### src/rtl/vector_capture_monitor.sv
// On-chip logic analyser: while capturing, stores {timestamp, sample} into a show-ahead FIFO
// whenever the probe vector changes; a valid/ready port drains the FIFO.
module vector_capture_monitor #(
   parameter int WIDTH = 3,
   parameter int DEPTH = 16,
   parameter int TSW   = 16
) (
   input  logic                      clk,
   input  logic                      rst_n,
   input  logic                      start,
   input  logic                      stop,
   input  logic [WIDTH-1:0]          sample,
   output logic                      out_valid,
   input  logic                      out_ready,
   output logic [TSW+WIDTH-1:0]      out_data,
   output logic [$clog2(DEPTH):0]    count,
   output logic                      busy,
   output logic                      overflow
);

   localparam int AW = $clog2(DEPTH);
   localparam int CW = AW + 1;

   typedef enum logic {IDLE, CAPTURE} state_t;

   state_t                 state_q, state_d;
   logic [TSW-1:0]         ts_q, ts_d;
   logic                   first_q, first_d;
   logic [WIDTH-1:0]       last_q, last_d;
   logic [AW-1:0]          wr_ptr_q, wr_ptr_d;
   logic [AW-1:0]          rd_ptr_q, rd_ptr_d;
   logic [CW-1:0]          count_q, count_d;
   logic                   overflow_q, overflow_d;
   logic [TSW+WIDTH-1:0]   mem_q [DEPTH];

   logic full, pop, start_go, capture, push_req, push_en;

   always_comb begin
      full     = (count_q == CW'(DEPTH));
      pop      = (count_q != '0) && out_ready;
      start_go = start && !stop;
      // The start and stop edges themselves never sample the probe.
      capture  = (state_q == CAPTURE) && !stop && !start_go;
      push_req = capture && (first_q || (sample != last_q));
      push_en  = push_req && (!full || pop);

      state_d    = state_q;
      ts_d       = ts_q;
      first_d    = first_q;
      last_d     = last_q;
      wr_ptr_d   = wr_ptr_q;
      rd_ptr_d   = rd_ptr_q;
      count_d    = count_q;
      overflow_d = overflow_q;

      if (start_go) begin
         state_d    = CAPTURE;
         ts_d       = '0;
         first_d    = 1'b1;
         overflow_d = 1'b0;
         wr_ptr_d   = '0;
         rd_ptr_d   = '0;
         count_d    = '0;
      end else begin
         if (stop)
            state_d = IDLE;
         if (capture) begin
            last_d  = sample;
            first_d = 1'b0;
            if (ts_q != '1)
               ts_d = ts_q + TSW'(1);
            if (push_req && full && !pop)
               overflow_d = 1'b1;
         end
         if (push_en)
            wr_ptr_d = wr_ptr_q + AW'(1);
         if (pop)
            rd_ptr_d = rd_ptr_q + AW'(1);
         case ({push_en, pop})
            2'b10:   count_d = count_q + CW'(1);
            2'b01:   count_d = count_q - CW'(1);
            default: count_d = count_q;
         endcase
      end
   end

   always_ff @(posedge clk or negedge rst_n) begin
      if (!rst_n) begin
         state_q    <= IDLE;
         ts_q       <= '0;
         first_q    <= 1'b1;
         last_q     <= '0;
         wr_ptr_q   <= '0;
         rd_ptr_q   <= '0;
         count_q    <= '0;
         overflow_q <= 1'b0;
      end else begin
         state_q    <= state_d;
         ts_q       <= ts_d;
         first_q    <= first_d;
         last_q     <= last_d;
         wr_ptr_q   <= wr_ptr_d;
         rd_ptr_q   <= rd_ptr_d;
         count_q    <= count_d;
         overflow_q <= overflow_d;
      end
   end

   // Storage needs no reset: the head is masked to zero whenever the FIFO is empty.
   always_ff @(posedge clk) begin
      if (push_en)
         mem_q[wr_ptr_q] <= {ts_q, sample};
   end

   assign out_valid = (count_q != '0);
   assign out_data  = out_valid ? mem_q[rd_ptr_q] : '0;
   assign count     = count_q;
   assign busy      = (state_q == CAPTURE);
   assign overflow  = overflow_q;

endmodule

### config.mk
export PLATFORM = sky130hd
export DESIGN_NAME = vector_capture_monitor
export DESIGN_NICKNAME = d
export VERILOG_FILES = /design/src/rtl/vector_capture_monitor.sv
export SDC_FILE = /design/constraint.sdc
export NUM_CORES = 1
export LEC_CHECK = 0
export BUFFER_PORTS_ARGS = -buffer_cell sky130_fd_sc_hd__buf_2
export CAP_MARGIN = 20
export CORE_MARGIN = 5
export CORE_UTILIZATION = 62
export DETAILED_ROUTE_END_ITERATION = 8
export HOLD_SLACK_MARGIN = 0.15
export PLACE_DENSITY = 0.77
export SLEW_MARGIN = 20
export SYNTH_ARGS = -nofsm -noshare
export SYNTH_HDL_FRONTEND = slang
export SYNTH_SLANG_ARGS = --single-unit
### constraint.sdc
create_clock -name clk -period 4.2 [get_ports clk]
set_input_delay 0.84 -clock clk [delete_from_list [all_inputs] [get_ports clk]]
set_output_delay 0.84 -clock clk [all_outputs]
set_load 0.1 [all_outputs]
==> metrics.md <==
| Metric | Value |
|---|---|
| Cells along the critical path | buf_12 > mux4_2 > mux4_2 > and2_1 > buf_2 |
| Number of synthesized flops with an enable pin | ~300 |
| Fin crit share | 95.0% |
| Syn_area_per_cell | 20.5 µm² |
| Setup bufs post-CTS | 0 |
| Asr flop ratio synth | about a tenth |
| Total internal power | 6.46 mW |
| Leak | roughly 5.3 nW |
| Residual DRC count | 0 |
| Nets | between 700 and 800 |
| Final Skew | approximately 0.015 ns |
| CTS buffer count | 34 |
| Slew @ Worst Pin | approximately 1.0 ns |
| Synthesized instance count | 666 |
| GRT Resource Usage Total | between 20% and 30% |
| Root buf cell | clkbuf_16 |
| Layout cells sized above 1 | between 30% and 40% |
| Clk pwr share | 30.7% |
| Most frequent CP cell | mux4_2 |
| Max frequency | 251 MHz |
| Combinational Power Share | between 30% and 40% |
| Main synth FF type | edfxtp_1 |
| Slowest cell on crit path | dfrtp_4 |
| Worst Path Class, Setup | reg -> out |
| Num ports | 35 |
| Outcome | finished, final reports clean |
| R2R Setup Slk | 1.02 ns |
| Initial DRC count | ~710 |
| Die Width | roughly 160 µm |
| Net count after synthesis | roughly 680 |
| Gpl congestion | ~0.8 |
| Commonest cells after routing, fill and taps aside | edfxtp_1, mux4_2, clkbuf_16 |
| Post-route ant nets | 0 |
| Wirelength per Cell | around 28 µm |
| First-pass GRT wire length | around 44 mm |
| Worst vdd rail ir drop | 0.714 mV |
| WP data required | ~3.4 ns |
| Die Y | about 160 µm |
| Total wire length | 29.1 mm |
| CTS tree | done |
| Core area | roughly 22000 µm² |
| Hpwl dp | between 15 and 20 mm |
| Post-Syn Area | 13600 µm² |
| DR vias/cell | 6.60 |
| Sink Count | 339 |
| Fin. Hold Viols | 0 |
| Hold Crit Class | in -> async |
| Crit end category | primary output |
| Net Sw Power | between 3 and 4 mW |
| Port Buffers | 34 |
| Max FO, Critical Path | 28 |
| Seq cells post-synth | 339 |
| Total of max-cap violations | 0 |
| # resized after CTS | 0 |
| Power Dens Cells | between 600 and 700 nW/µm² |
| Row cnt | 54 |
| P&R area growth vs syn | 13.0% |
| Final slew viol count | 0 |
| Crit path DAT | ~3.2 ns |
| Setup TNS | 0 ns |
| Ant. Diodes | 0 |
| Netlist cell types | 54 |
| GRT overflow | 0 |
| Post-synthesis sequential area ratio | around three quarters |
| Seq pwr share | roughly two fifths |
| First-pass iteration count of the detailed router | 7 |
| Commonest non-fill, non-tap cell in the layout | edfxtp_1 |
| RSZ-0062 raised after global routing | no |
| Fill cells | around 1200 |
| Initial Utilization | 62.7% |
| Vias | around 6800 |
| Die area | ~25000 µm² |
| Slew HR | between 30% and 40% |
| Warnings from Yosys | 0 |
| Clock Pin Slew Worst Setup and Hold Paths | ~0.06 ns |
| Slowest Stage Delay on Critical Path | 0.76 ns |
| Type of origin of the critical path | flop |
| H-tree depth | 2 |
| Post-route minimum period | between 3 and 4 ns |
| Clock Latency Late Sink | between 0.5 and 0.6 ns |
| Final core utilization | a little over two thirds |
| Setup Viol. Count Final | 0 |
| Clock Path Buffers | 3 |
| Antenna violations before repair | 0 |
| Switching Share | approximately a third |
| Largest net degree at the start of global routing | 36 |
| Vias in the first global route | between 7000 and 8000 |
| CTS Hold Buffers Added | 0 |
critical path, delay by kind of cell, from the launching register on:
kind | cells | cell delay, ns
buffers and inverters | 2 | 0.63
DFF | 1 | 0.76
muxes | 2 | 1.06
and+or+nand+nor | 1 | 0.18
final timing paths:
path	to	from	cells past startpoint
max in group asynchronous	rd_ptr_q[0]$_DFFE_PN0P_	rst_n	1
min in group clk	first_q$_DFFE_PN1P_	first_q$_DFFE_PN1P_	2
min	wr_ptr_q[0]$_DFFE_PN0P_	rst_n	1
max reg2reg	count[4]$_DFFE_PN0P_	count[0]$_DFFE_PN0P_	9
max	out_data[15]	rd_ptr_q[0]$_DFFE_PN0P_	5
min reg2reg	first_q$_DFFE_PN1P_	first_q$_DFFE_PN1P_	2
cells in the mapped netlist, types with 3 or more instances:
cell type,n,area (µm²)
ha_1,9,113
a211oi_1,3,22.5
o21ai_0,3,15.0
inv_1,8,30.0
and2_1,28,175
mux4_2,95,2140
buf_2,9,45.0
mux2i_1,3,30.0
nor2_1,24,90.1
nand2_1,23,86.3
nor4_1,6,37.5
o21ai_1,3,15.0
dfrtp_1,34,851
a21oi_1,11,55.1
xor2_1,8,70.1
a31oi_1,4,25.0
nor3_1,3,15.0
nand3_1,12,60.1
xnor2_1,7,61.3
nand2b_1,3,18.8
nand4_1,5,31.3
mux2_2,3,33.8
edfxtp_1,304,9130
buf_1,3,11.3
clkbuf_1,16,60.1
state kept, by name (all words and copies together), names as in the netlist:
name,cells
rd_ptr_q,4
ts_q,16
first_q,1
overflow,1
count,5
busy,1
mem_q,304
wr_ptr_q,4
last_q,3
power by group through the flow:
stage	registers [mW]	logic, mW	clock network (mW)
floorplan	3.97	2.46	0
global placement	3.94	2.96	0
detailed placement	3.96	3.01	0
CTS	3.88	3.02	3.07
global route	3.90	3.13	3.23
finish	3.88	2.99	3.04
metrics by stage:
step / cell area, µm² / hold WS, ns / total power [mW] / instances / setup WS [ns]
final: 15400 / 0.429 / 9.91 / 1037 / 0.212
after CTS: 15400 / 0.448 / 9.97 / 1037 / 0.170
after floorplan: 13600 / 0.465 / 6.42 / 666 / 0.0169
after global placement: 14300 / 0.489 / 6.91 / 976 / 0.678
after detailed placement: 14300 / 0.494 / 6.96 / 976 / 0.560
after global routing: 15400 / 0.491 / 10.3 / 1037 / 0.0615
layout make-up:
class                           count  area [µm²]  area share, %
Inverter                            8        30.0          0.195
Clock buffer                       49         988           6.41
Timing Repair Buffer               62         418           2.71
Multi-Input combinational cell    287        3470           22.5
Clock inverter                     12         135          0.877
Tap cell                          280         350           2.27
Sequential cell                   339       10000           65.0
metal layers:
layer  global-route usage (%)  vias to the layer above  share of wire, %
met3                     4.57                       79               7.9
met1                     34.3                     3558                39
met5                        0                        -                 0
met2                     39.2                      358                50
li1                         -                     2853                 -
met4                     8.04                        0               3.3
logic make-up after synthesis:
family	count (synthesis)	synth area share (%)
adder cells (fa/ha/maj)	10	0.972
multiplexers	103	16.4
buffers and inverters	40	1.46
AO/OA/AOI/OAI	42	2.29
XOR/XNOR	15	0.963
AND/OR/NAND/NOR	117	4.58
flip-flops	339	73.4
(Power assumes the default switching activity.)
